===== src/rtl/req_gnt_pkg.sv =====
// req_gnt_pkg: shared FSM state encoding and bus widths for the request/grant write master.
package req_gnt_pkg;
  localparam int AW = 8;
  localparam int DW = 8;
  typedef enum logic [2:0] {IDLE, REQ, DATA, WRITE, RELEASE} state_t;
endpackage


===== src/rtl/req_gnt_timeout.sv =====
// req_gnt_timeout: loadable down-counter whose expire output pulses on the last enabled tick.
module req_gnt_timeout #(
  parameter int TICKS = 16
) (
  input  logic clk,
  input  logic rst_n,
  input  logic load,
  input  logic en,
  output logic expire
);
  localparam int CW = $clog2(TICKS + 1);
  logic [CW-1:0] cnt;
  always_ff @(posedge clk) begin
    if (!rst_n) cnt <= '0;
    else if (load) cnt <= CW'(TICKS);
    else if (en && cnt != '0) cnt <= cnt - CW'(1);
  end
  assign expire = en && cnt == CW'(1);
endmodule


===== src/rtl/req_gnt_write_master.sv =====
// req_gnt_write_master: bursts a write stream onto a req/gnt bus, dropping out-of-range words.
// Define REQ_GNT_WRITE_MASTER_TIMEOUT_EN to give up on a grant after GNT_TIMEOUT cycles.
module req_gnt_write_master
  import req_gnt_pkg::*;
#(
  parameter int ADDR_MIN    = 1,
  parameter int ADDR_MAX    = 5,
  parameter int GNT_TIMEOUT = 16
) (
  input  logic          clk,
  input  logic          rst_n,
  input  logic          start,
  input  logic [AW-1:0] start_addr,
  input  logic [3:0]    len,
  input  logic [DW-1:0] wr_data_in,
  input  logic          wr_data_valid,
  output logic          wr_data_ready,
  output logic          req,
  input  logic          gnt,
  output logic          ce,
  output logic          wr,
  output logic [AW-1:0] addr,
  output logic [DW-1:0] data,
  output logic          busy,
  output logic          done,
  output logic          range_err,
  output logic          abort,
  output logic          timeout
);
  localparam logic [AW-1:0] LO   = AW'(ADDR_MIN);
  localparam logic [AW-1:0] SPAN = AW'(ADDR_MAX - ADDR_MIN);
  state_t state, next;
  logic [AW-1:0] cur_addr;
  logic [4:0] cnt;
  logic fire, in_range, lost, launch, tmo;
  assign wr_data_ready = state == DATA && gnt;
  assign busy = state != IDLE;
  assign fire = wr_data_valid && wr_data_ready;
  assign launch = state == IDLE && start;
  assign lost = (state == DATA || state == WRITE) && !gnt;
  // offset compare avoids a constant-true test when ADDR_MIN is 0
  assign in_range = (cur_addr - LO) <= SPAN;
`ifdef REQ_GNT_WRITE_MASTER_TIMEOUT_EN
  req_gnt_timeout #(.TICKS(GNT_TIMEOUT)) u_timeout (
    .clk(clk),
    .rst_n(rst_n),
    .load(launch),
    .en(state == REQ && !gnt),
    .expire(tmo)
  );
`else
  assign tmo = 1'b0;
`endif
  always_comb begin
    next = state;
    case (state)
      IDLE:    next = start ? REQ : IDLE;
      REQ:     next = gnt ? DATA : tmo ? IDLE : REQ;
      DATA:    next = !gnt ? RELEASE : fire ? WRITE : DATA;
      WRITE:   next = (!gnt || cnt == 5'd1) ? RELEASE : DATA;
      default: next = IDLE;
    endcase
  end
  always_ff @(posedge clk) begin
    if (!rst_n) begin
      state     <= IDLE;
      cur_addr  <= '0;
      cnt       <= '0;
      req       <= 1'b0;
      ce        <= 1'b0;
      wr        <= 1'b0;
      addr      <= '0;
      data      <= '0;
      done      <= 1'b0;
      range_err <= 1'b0;
      abort     <= 1'b0;
      timeout   <= 1'b0;
    end else begin
      state     <= next;
      cur_addr  <= launch ? start_addr : state == WRITE ? cur_addr + AW'(1) : cur_addr;
      cnt       <= launch ? {len == 4'd0, len} : state == WRITE ? cnt - 5'd1 : cnt;
      req       <= next == REQ || next == DATA || next == WRITE;
      ce        <= fire && in_range;
      wr        <= fire && in_range;
      addr      <= fire ? cur_addr : '0;
      data      <= fire ? wr_data_in : '0;
      done      <= next == RELEASE;
      range_err <= fire && !in_range;
      abort     <= lost;
      timeout   <= tmo;
    end
  end
endmodule


===== config.mk =====
export PLATFORM = sky130hd
export DESIGN_NAME = req_gnt_write_master
export DESIGN_NICKNAME = d
export VERILOG_FILES = /design/src/rtl/req_gnt_pkg.sv /design/src/rtl/req_gnt_timeout.sv /design/src/rtl/req_gnt_write_master.sv
export SDC_FILE = /design/constraint.sdc
export NUM_CORES = 1
export LEC_CHECK = 0
export CAP_MARGIN = 20
export CORE_MARGIN = 2
export CORE_UTILIZATION = 46
export CTS_BUF_LIST = sky130_fd_sc_hd__clkbuf_16
export DETAILED_ROUTE_END_ITERATION = 6
export GPL_ROUTABILITY_DRIVEN = 0
export PLACE_DENSITY = 0.83
export RECOVER_POWER = 25
export SYNTH_ARGS = -nofsm -noshare
export SYNTH_HDL_FRONTEND = slang
export SYNTH_SLANG_ARGS = --single-unit

===== constraint.sdc =====
create_clock -name clk -period 1.7 [get_ports clk]
set_input_delay 0.34 -clock clk [delete_from_list [all_inputs] [get_ports clk]]
set_output_delay 0.34 -clock clk [all_outputs]
set_load 0.1 [all_outputs]

==> results.json <==
{
  "die_h_um": 63.1,
  "synthDistinctLibCells": 44,
  "fin_setup_tns_ns": 0,
  "fmax_mhz": 596,
  "critical_path_peak_fanout": 6,
  "synthTopCellsByArea": "dfxtp_1 (46%), and2_1 (6.6%), a21oi_1 (4.4%), ha_1 (3.9%), buf_4 (3.3%)",
  "grt_max_degree": 16,
  "wire_per_inst_um": 16.0,
  "ioPinCount": 50,
  "overflow": 0,
  "clock_path_buffers": 2,
  "crit_buf_inv": 2,
  "cts_sinks": 37,
  "port_buffers": 48,
  "crit_family": "simple AND/OR/NAND/NOR gates",
  "root_buffer": "clkbuf_16",
  "drive_gt1_share_pct": 24.0,
  "ant_nets": 0,
  "core_area_sq_um": 3340,
  "syn_avg_cell_area_sq_um": 9.25,
  "rows": 21,
  "slew_headroom_pct": 53.3,
  "power_density_nw_per_um2": 928,
  "cap_violations": 0,
  "maxSlewViolCount": 0,
  "period_needed_ns": 1.68,
  "drc": 0,
  "first_pass_iters": 4,
  "cts_tree": "built",
  "crit_path_end_kind": "primary output",
  "arrival_ns": 1.34,
  "rr_worst_depth": 6,
  "power.leakage_nw": 0.948,
  "die-area_sq_um": 3990,
  "hold_viol": 0,
  "routed_wl_mm": 4.39,
  "ys_warn_count": 0,
  "die_x_um": 63.1,
  "cp_slowest_stage_delay_ns": 0.38,
  "min_period_over_period_pct": 98.7,
  "diodes": 0,
  "crit_required_ns": 1.36,
  "clkLatencyLatePin_ns": 0.28,
  "htree_levels": 2,
  "via_per_inst": 5.44,
  "finalSetupViolations": 0,
  "yosysTopAreaCell": "dfxtp_1",
  "ir_worst_vdd_v": 0.000528,
  "synth_flop_cell": "dfxtp_1",
  "netlist_instances": 174,
  "cp_cell_sequence": "buf_6, or3_4, buf_12",
  "slowest_stage": "or3_4",
  "start_kind": "flop",
  "seq_area_frac_synth_pct": 46.0,
  "vias": 1495,
  "hold_class": "flop to flop",
  "crit_type": "flop to primary output",
  "yosysMostFrequentCell": "dfxtp_1",
  "first_iter_violations": 88,
  "grt_pass1_vias": 1356,
  "syn_nets": 204,
  "dpl.hpwl_mm": 3.01,
  "grtUsageTotal_pct": 22.4,
  "outcome": "complete, no violations",
  "finish.utilization_pct": 71.5,
  "netlist.area_leader.share_pct": 46.0,
  "worst_pin_slew_ns": 0.692,
  "clkTransAtPathRegs_ns": 0.05,
  "synth_edf_count": 0,
  "worstSetupPathDepth": 3,
  "finalClockSkew_ns": 0.00414,
  "synthArstFlopShare_pct": 0,
  "synth_area_sq_um": 1610,
  "ys_seq_elements": 37,
  "antenna_found_initial": 0,
  "initial_utilization_pct": 48.2,
  "grt_first_pass_wirelength_mm": 6.84,
  "nets": 258,
  "area_growth_pct": 48.3,
  "min_delay_path_depth": 2,
  "numCtsBuffers": 5,
  "synth_common_cells": "dfxtp_1 (37), and2_1 (17), a21oi_1 (14), nor2_1 (11)"
}
## worst paths after layout
check	startpoint	end	slack [ns]
hold / removal	cur_addr[1]	cur_addr[1]	0.53
setup reg to reg	cnt[1]	req	0.09
setup / recovery	state[0]	busy	0.02
hold reg to reg	cur_addr[1]	cur_addr[1]	0.53
## per-layer routing
| metal | global-route usage, % | wire (um) |
|---|---|---|
| met4 | 9.44 | 88 |
| met3 | 6.25 | 295 |
| met1 | 29.1 | 1950 |
| met5 | 0 | 0 |
| met2 | 34.7 | 2060 |
## tightest hold or removal path, delay by kind of cell (launching register included)
family | cells | cell delay (ns)
simple gates | 1 | 0.07
compound gates | 1 | 0.06
flops | 1 | 0.35
## power breakdown
| group | internal [W] | switching, W | leakage, nW |
|---|---|---|---|
| sequential | 0.000901 | 0.0000494 | 0.303 |
| combinational | 0.000165 | 0.000203 | 0.576 |
| clock | 0.000537 | 0.000358 | 0.0696 |
| total | 0.00160 | 0.000610 | 0.948 |
## area by class of cell
type,instances,area (sq um)
Inverter,7,26.3
Clock buffer,5,125
Fill cell,227,951
Timing Repair Buffer,59,612
Sequential cell,37,749
Tap cell,46,57.6
Clock inverter,3,17.5
Multi-Input combinational cell,118,798
## logic make-up after synthesis
kind of cell,share of synthesized area [%]
simple gates,25.7
compound gates,16.8
flops,46.0
buf+inv,6.22
fa+ha+maj,3.89
xor+xnor,1.09
other cells,0.233
## through the flow
step                      total power, W  instance area, sq um  hold WS, ns  worst slack (ns)  std cells
final                            0.00221                  2390        0.527            0.0215        275
after global placement           0.00133                  2420        0.506            0.0305        267
after global routing             0.00229                  2390        0.555           -0.0318        275
after detailed placement         0.00134                  2420        0.515           -0.0136        267
after CTS                        0.00222                  2560        0.526           0.00782        275
after floorplan                  0.00119                  1630        0.412           -0.0652        174
## what timing repair did
item	in CTS	in global routing
hold buffers	0	0
resized for setup	2	7
gates cloned	0	0
pin swaps	0	1
setup buffers	0	0
setup endpoints to repair	1	4
## registers in the layout, summed over array words and instances, names as in the netlist
name and flops:
done 1, cnt 5, range_err 1, abort 1, req 1, wr 1
addr 8, cur_addr 8, state 3, data 8
## cell usage in the layout (no fill, tap or decap), types with 3 or more instances in the layout
master,synthesis,routed
buf_4,7,10
nor2b_1,5,4
a211oi_1,4,4
clkbuf_16,0,5
nand2_1,4,4
nand3b_1,4,4
nor2_1,11,11
inv_1,7,6
clkbuf_2,0,13
clkdlybuf4s50_1,0,24
a22oi_1,3,3
dfxtp_1,37,34
nor3_1,5,5
nand3_1,4,4
o21ai_1,5,5
a21oi_1,14,14
buf_12,0,11
ha_1,5,5
and2_1,17,17
nor4_1,4,4
a31oi_1,3,3
Note: power is estimated with default switching activity, not from simulation.
